File: src/rtl/alu_seq_if.sv
// Operand/result handshake bundle for alu_seq: valid/ready in, registered valid/ready out.
interface alu_seq_if #(parameter int WIDTH = 8);
  logic             in_valid;
  logic             in_ready;
  logic [WIDTH-1:0] a;
  logic [WIDTH-1:0] b;
  logic [3:0]       opcode;
  logic             out_valid;
  logic             out_ready;
  logic [WIDTH-1:0] res;
  logic [WIDTH-1:0] res_hi;
  logic [4:0]       flags;

  modport master (output in_valid, a, b, opcode, out_ready,
                  input  in_ready, out_valid, res, res_hi, flags);
  modport slave  (input  in_valid, a, b, opcode, out_ready,
                  output in_ready, out_valid, res, res_hi, flags);
endinterface

File: src/rtl/alu_seq.sv
// Handshaked ALU: single-cycle logic/arith ops plus a WIDTH-cycle unsigned shift-add multiply,
// with a registered, backpressure-tolerant result port.
module alu_seq #(
  parameter int WIDTH = 8,
  parameter int CNT_W = $clog2(WIDTH) + 1
) (
  input  logic      clk,
  input  logic      rst_n,
  alu_seq_if.slave  bus
);
  typedef enum logic [1:0] {IDLE, BUSY, HOLD} state_e;
  typedef struct packed {
    logic [WIDTH-1:0] lo;
    logic [WIDTH-1:0] hi;
    logic [4:0]       flags;   // {err, v, c, n, z}
  } rsp_t;

  localparam logic [3:0] OP_ADD = 4'd0, OP_SUB = 4'd1, OP_AND = 4'd2, OP_OR  = 4'd3,
                         OP_XOR = 4'd4, OP_NOT = 4'd5, OP_BIC = 4'd6, OP_ASR = 4'd7,
                         OP_LSR = 4'd8, OP_LSL = 4'd9, OP_MUL = 4'd10;
  localparam logic [CNT_W-1:0] LAST_IT = CNT_W'(WIDTH - 1);

  state_e             state_q, state_d;
  logic [CNT_W-1:0]   cnt_q, cnt_d;
  logic [2*WIDTH-1:0] ma_q, ma_d, acc_q, acc_d;
  logic [WIDTH-1:0]   mb_q, mb_d;
  logic               out_valid_q, out_valid_d;
  rsp_t               rsp_q, rsp_d;

  logic               out_free, in_ready, accept, load;
  rsp_t               alu_rsp, load_rsp;
  logic [2*WIDTH-1:0] prod_nxt;
  logic [WIDTH:0]     sum, diff;
  logic [WIDTH-1:0]   r;
  logic               c, v, err;

  function automatic rsp_t mul_rsp(input logic [2*WIDTH-1:0] p);
    rsp_t o;
    o.lo    = p[WIDTH-1:0];
    o.hi    = p[2*WIDTH-1:WIDTH];
    o.flags = {1'b0, 1'b0, (o.hi != '0), o.lo[WIDTH-1], (p == '0)};
    return o;
  endfunction

  always_comb begin
    sum  = {1'b0, bus.a} + {1'b0, bus.b};
    diff = {1'b0, bus.a} - {1'b0, bus.b};
    r    = '0;
    c    = 1'b0;
    v    = 1'b0;
    err  = 1'b0;
    unique case (bus.opcode)
      OP_ADD: begin
        r = sum[WIDTH-1:0];
        c = sum[WIDTH];
        v = (bus.a[WIDTH-1] == bus.b[WIDTH-1]) && (r[WIDTH-1] != bus.a[WIDTH-1]);
      end
      OP_SUB: begin
        r = diff[WIDTH-1:0];
        c = diff[WIDTH];    // borrow out == unsigned a < b
        v = (bus.a[WIDTH-1] != bus.b[WIDTH-1]) && (r[WIDTH-1] != bus.a[WIDTH-1]);
      end
      OP_AND: r = bus.a & bus.b;
      OP_OR:  r = bus.a | bus.b;
      OP_XOR: r = bus.a ^ bus.b;
      OP_NOT: r = ~bus.b;
      OP_BIC: r = bus.a & ~bus.b;
      OP_ASR: begin r = {bus.a[WIDTH-1], bus.a[WIDTH-1:1]}; c = bus.a[0]; end
      OP_LSR: begin r = {1'b0, bus.a[WIDTH-1:1]};           c = bus.a[0]; end
      OP_LSL: begin r = {bus.a[WIDTH-2:0], 1'b0};           c = bus.a[WIDTH-1]; end
      default: begin r = '1; err = 1'b1; end
    endcase
    alu_rsp = '{lo: r, hi: '0, flags: {err, v, c, r[WIDTH-1], (r == '0)}};
  end

  assign prod_nxt = acc_q + (mb_q[0] ? ma_q : '0);
  assign out_free = !out_valid_q || bus.out_ready;
  assign in_ready = (state_q == IDLE) && out_free;
  assign accept   = bus.in_valid && in_ready;

  always_comb begin
    state_d  = state_q;
    cnt_d    = cnt_q;
    ma_d     = ma_q;
    mb_d     = mb_q;
    acc_d    = acc_q;
    load     = 1'b0;
    load_rsp = alu_rsp;
    unique case (state_q)
      IDLE: if (accept) begin
        if (bus.opcode == OP_MUL) begin
          ma_d    = {{WIDTH{1'b0}}, bus.a};
          mb_d    = bus.b;
          acc_d   = '0;
          cnt_d   = '0;
          state_d = BUSY;
        end else begin
          load = 1'b1;
        end
      end
      BUSY: begin
        acc_d = prod_nxt;
        ma_d  = ma_q << 1;
        mb_d  = mb_q >> 1;
        cnt_d = cnt_q + 1'b1;
        if (cnt_q == LAST_IT) begin
          cnt_d = '0;
          if (out_free) begin
            load     = 1'b1;
            load_rsp = mul_rsp(prod_nxt);
            state_d  = IDLE;
          end else begin
            state_d  = HOLD;
          end
        end
      end
      HOLD: if (out_free) begin
        load     = 1'b1;
        load_rsp = mul_rsp(acc_q);
        state_d  = IDLE;
      end
      default: state_d = IDLE;
    endcase
  end

  // A load wins over a drain, so drain+load in one cycle keeps out_valid high.
  always_comb begin
    out_valid_d = out_valid_q;
    rsp_d       = rsp_q;
    if (load) begin
      out_valid_d = 1'b1;
      rsp_d       = load_rsp;
    end else if (bus.out_ready) begin
      out_valid_d = 1'b0;
    end
  end

  always_ff @(posedge clk or negedge rst_n) begin
    if (!rst_n) begin
      state_q     <= IDLE;
      cnt_q       <= '0;
      ma_q        <= '0;
      mb_q        <= '0;
      acc_q       <= '0;
      out_valid_q <= 1'b0;
      rsp_q       <= '0;
    end else begin
      state_q     <= state_d;
      cnt_q       <= cnt_d;
      ma_q        <= ma_d;
      mb_q        <= mb_d;
      acc_q       <= acc_d;
      out_valid_q <= out_valid_d;
      rsp_q       <= rsp_d;
    end
  end

  assign bus.in_ready  = in_ready;
  assign bus.out_valid = out_valid_q;
  assign bus.res       = rsp_q.lo;
  assign bus.res_hi    = rsp_q.hi;
  assign bus.flags     = rsp_q.flags;
endmodule

File: src/flat_wrapper.sv
// flat-port wrapper written by rule: the top's interface ports become plain ports
module alu_seq_flat 
#(
  parameter int WIDTH = 8,
  parameter int CNT_W = $clog2(WIDTH) + 1
)
  (clk, rst_n, bus_in_valid, bus_a, bus_b, bus_opcode, bus_out_ready, bus_in_ready, bus_out_valid, bus_res, bus_res_hi, bus_flags);
  alu_seq_if #(.WIDTH(WIDTH)) bus_i ();
  input  logic clk;
  input  logic rst_n;
  input wire logic [$bits(bus_i.in_valid)-1:0] bus_in_valid;
  input wire logic [$bits(bus_i.a)-1:0] bus_a;
  input wire logic [$bits(bus_i.b)-1:0] bus_b;
  input wire logic [$bits(bus_i.opcode)-1:0] bus_opcode;
  input wire logic [$bits(bus_i.out_ready)-1:0] bus_out_ready;
  output wire logic [$bits(bus_i.in_ready)-1:0] bus_in_ready;
  output wire logic [$bits(bus_i.out_valid)-1:0] bus_out_valid;
  output wire logic [$bits(bus_i.res)-1:0] bus_res;
  output wire logic [$bits(bus_i.res_hi)-1:0] bus_res_hi;
  output wire logic [$bits(bus_i.flags)-1:0] bus_flags;
  assign bus_i.in_valid = bus_in_valid;
  assign bus_i.a = bus_a;
  assign bus_i.b = bus_b;
  assign bus_i.opcode = bus_opcode;
  assign bus_i.out_ready = bus_out_ready;
  assign bus_in_ready = bus_i.in_ready;
  assign bus_out_valid = bus_i.out_valid;
  assign bus_res = bus_i.res;
  assign bus_res_hi = bus_i.res_hi;
  assign bus_flags = bus_i.flags;
  alu_seq #(.WIDTH(WIDTH), .CNT_W(CNT_W)) u_core (.clk(clk), .rst_n(rst_n), .bus(bus_i));
endmodule
File: config.mk
export PLATFORM = sky130hd
export DESIGN_NAME = alu_seq_flat
export DESIGN_NICKNAME = d
export VERILOG_FILES = /design/src/rtl/alu_seq_if.sv /design/src/rtl/alu_seq.sv /design/src/flat_wrapper.sv
export SDC_FILE = /design/constraint.sdc
export NUM_CORES = 1
export LEC_CHECK = 0
export CORE_UTILIZATION = 51
export CTS_BUF_LIST = sky130_fd_sc_hd__clkbuf_4 sky130_fd_sc_hd__clkbuf_8
export DETAILED_ROUTE_END_ITERATION = 6
export PLACE_DENSITY_LB_ADDON = 0.08
export SLEW_MARGIN = 20
export SYNTH_ARGS = -nofsm -noshare
export SYNTH_HDL_FRONTEND = slang
export SYNTH_SLANG_ARGS = --single-unit
File: constraint.sdc
create_clock -name clk -period 3.9 [get_ports clk]
set_clock_uncertainty 0.2 [all_clocks]
set_input_delay 0.585 -clock clk [delete_from_list [all_inputs] [get_ports clk]]
set_output_delay 0.585 -clock clk [all_outputs]
set_load 0.02 [all_outputs]
==> summary.txt <==
Floorplan
  • Initial core utilization: about 53%
  • Die Ht: 107 um
  • Core box area: roughly 11000 um^2
  • Rows: 37
  • Io pins: 47
  • Die Width: approximately 110 um
  • Die ar.: 11400 um^2

Timing
  • Setup WS post-layout: 309 ps
  • Hold slack: 40.3 ps
  • Final setup vio count: 0
  • Final setup TNS: 0 ps
  • Fmax: roughly 280 MHz
  • Crit path time final: between 3000 and 4000 ps
  • Slew HR: approximately three fifths
  • Slew at the pin closest to its max-slew limit: about 600 ps
  • Final Max Slew Viols: 0
  • Unrepaired setup endpoints after global routing: false
  • Final Hold Viols: 0
  • Final period utilization: a little over 90%

Routing
  • Metal-1 WL: about 8.3 mm
  • Pre-Repair DR Iteration Count: 6
  • Wire length per cell: 19.2 um
  • Uppermost layer routed: met4
  • Routed WL: roughly 17 mm
  • Drt initial violations: between 600 and 700
  • Vias: around 5600
  • Vias/cell: slightly above 6
  • Metal2 WL: 7.24 mm
  • DR WL met3: 1.33 mm
  • Post-route ant nets: 0
  • # DRC: 0

Clocking
  • Inserted Clock Buffers: 9
  • CTS root buf: clkbuf_8
  • Post-CTS sizing: 0
  • CTS tree: built
  • Clk_lat worst skew: approximately 360 ps
  • Hold-fix buffers, CTS: 0
  • Buffer depth of the longest clock path: 2
  • CTS HTree Levels: 3
  • Sink Count: 67
  • Reg clk slew, reported paths: about 70 ps
  • Setup bufs post-CTS: 0

Worst hold path
  • Min-delay worst type: input pin to async pin

Logic synthesis
  • Top FF cell, synth: dfrtp_1
  • Syn Inst Count: about 700
  • Largest family of logic cells by synthesized area: compound AO/OA/AOI/OAI gates
  • Ys Warns: 0
  • Mux cell area share after synthesis: between 3 and 4%
  • Yosys reg bits: 67
  • Syn Nets: 770
  • Sequential area share after synthesis: 29.9%
  • Unique cell type count in the Yosys netlist: between 70 and 80
  • Adder-Cell Fraction of Synth Area: about 11%
  • Compound-Gate Fraction of Synth Area: a little under a quarter
  • Avg Inst Size Synth: ~8.0 um^2
  • XOR/XNOR share of the synthesized area: around 3.6%
  • Cell area after synthesis: roughly 5600 um^2
  • Post-synth EDFFs: 0
  • Simple-gate area share of the yosys netlist: a little under a quarter
  • Ys async rst share: 100%

Placed design
  • Detailed-placement wirelength estimate: 13.3 mm
  • GPL Wtd Cong: roughly 0.89
  • Placed cell count: approximately 880
  • Post-Place Worst Slack: between 1 and 1.5 ps
  • DP Area: 6360 um^2
  • # port buffers: 46

Flow run
  • Maximum capacitance violations: 0

Critical path
  • Crit path max fanout: 3
  • Worst setup startpoint: bus_a[0]
  • Worst Setup EP: u_core.bus.flags[2]$_DFFE_PN0P_
  • CP endpoint kind: flip-flop
  • CP Class: input pin to flip-flop
  • R2r worst-path depth: 12
  • Reg2reg end: u_core.bus.flags[2]$_DFFE_PN0P_
  • Critical Path RT: a little under 4000 ps
  • Reg2reg setup slack: 400 ps
  • Arrival time at the worst endpoint: between 3000 and 4000 ps
  • Startpoint Class: input pin
  • FF-to-FF Start: u_core.mb_q[0]$_DFFE_PN0P_

Global routing
  • Overflow after GRT: 0
  • GRT Total Usage: between 30% and 40%
  • Initial antenna violation count: 0
  • Largest net degree at the start of global routing: between 40 and 50
  • Vias in the first global route: about 5100
  • First-pass GRT wire length: approximately 28 mm

Finish
  • Layout cells sized above 1: 9.20%
  • Nets: roughly 830
  • Synthesis-to-layout area growth: 16.9%
  • Final Cell Area: 6560 um^2
  • Layout fillers: 979
  • Most frequent cells in the layout: 104 x nand2_1, 67 x dfrtp_1, 54 x nor2_1, 54 x o21ai_0, 45 x clkdlybuf4s50_1
  • Most common cell after layout, fill and taps aside: nand2_1
  • Post-route insts no fill: 897
  • # diodes: 0
  • Final core utilization: 62.4%

Status
  • Status: completed

Power
  • Power density over cell area: roughly 470 nW/um^2
  • Overall power: just over 3 mW
  • Peak supply drop: 380 uV
  • Leakage power: around 3.1 nW
==> cells in the mapped netlist, types with 3 or more instances <==
| master | count | share of area, % |
|---|---|---|
| o32ai_1 | 4 | 0.62 |
| a21oi_1 | 27 | 2.4 |
| nand4_1 | 4 | 0.45 |
| buf_4 | 3 | 0.40 |
| nor3_1 | 15 | 1.3 |
| nand3b_1 | 3 | 0.40 |
| mux2i_1 | 17 | 3.0 |
| dfrtp_1 | 67 | 30 |
| nor4_1 | 7 | 0.78 |
| a221oi_1 | 10 | 1.6 |
| a211oi_1 | 4 | 0.53 |
| a31oi_1 | 9 | 1.0 |
| nand2b_1 | 8 | 0.89 |
| inv_1 | 36 | 2.4 |
| a22o_1 | 4 | 0.62 |
| o21a_1 | 3 | 0.40 |
| fa_1 | 3 | 1.1 |
| xnor2_1 | 13 | 2.0 |
| o31ai_1 | 8 | 1.1 |
| and2_1 | 17 | 1.9 |
| o22ai_1 | 12 | 1.3 |
| nand2_1 | 104 | 7.0 |
| o21ai_0 | 54 | 4.8 |
| a22oi_1 | 9 | 1.2 |
| o211a_1 | 3 | 0.53 |
| xor2_1 | 10 | 1.6 |
| and3_1 | 4 | 0.45 |
| o21bai_1 | 4 | 0.53 |
| o2111ai_1 | 4 | 0.62 |
| clkbuf_1 | 27 | 1.8 |
| ha_1 | 44 | 9.8 |
| buf_2 | 4 | 0.36 |
| nor2_1 | 54 | 3.6 |
| nor2b_1 | 7 | 0.78 |
| nand3_1 | 39 | 3.5 |
| a311oi_1 | 4 | 0.62 |
| or4_1 | 3 | 0.40 |
| a21o_1 | 8 | 1.1 |
==> where the power goes <==
group	total (mW)	switching, mW	internal (mW)
clock	0.595	0.283	0.312
sequential	1.07	0.181	0.892
combinational	1.44	0.857	0.578
total	3.10	1.32	1.78
==> flip-flops by register name, summed over array words and instances, names as in the netlist <==
name,count
u_core.acc_q,16
u_core.ma_q,16
u_core.bus.res_hi,8
u_core.mb_q,8
u_core.bus.res,7
u_core.bus.flags,5
u_core.cnt_q,4
u_core.state_q,2
u_core.bus.out_valid,1
==> critical path, cell delays in order <==
cell and delay, ps:
clkdlybuf4s50_1 450, inv_1 100, ha_1 170, inv_1 60, fa_1 410, nor2b_1 160
o31ai_1 420, o31ai_1 170, a2111oi_0 630, a211oi_1 90, a21oi_1 190, a311oi_1 70
o32ai_1 150
==> final cells by class <==
type / count / area (um^2) / share of cell area [%]
Timing Repair Buffer: 85 / 751 / 11.4
Inverter: 37 / 139 / 2.12
Clock inverter: 6 / 63.8 / 0.973
Clock buffer: 10 / 138 / 2.10
Multi-Input combinational cell: 556 / 3620 / 55.2
Tap cell: 136 / 170 / 2.59
Sequential cell: 67 / 1680 / 25.6
==> cell families (layout without fill, tap and decap cells) <==
group	after synthesis	after routing
muxes	18	18
adders and majority gates	47	47
and+or+nand+nor	275	275
xor gates and xnor gates	23	23
buffers and inverters	76	138
DFF	67	67
AOI/OAI and AO/OA	193	193
==> per-layer routing <==
metal  vias to the layer above  track usage (%)
met5                         -                0
met2                       247             44.1
li1                       2638                -
met1                      2634             48.6
met4                         0             10.5
met3                        32             5.84
==> worst min-delay path by stage <==
stage                                           end  slack [ps]  cells past startpoint
finish              u_core.bus.flags[3]$_DFFE_PN0P_          40                      1
global route        u_core.bus.flags[3]$_DFFE_PN0P_          80                      1
detailed placement  u_core.bus.flags[3]$_DFFE_PN0P_         260                      2
floorplan               u_core.acc_q[0]$_DFFE_PN0P_          90                      0
global placement    u_core.bus.flags[3]$_DFFE_PN0P_         260                      2
CTS                   u_core.state_q[0]$_DFFE_PN0P_         270                      1
No activity file was read; power rests on OpenSTA's default activity.
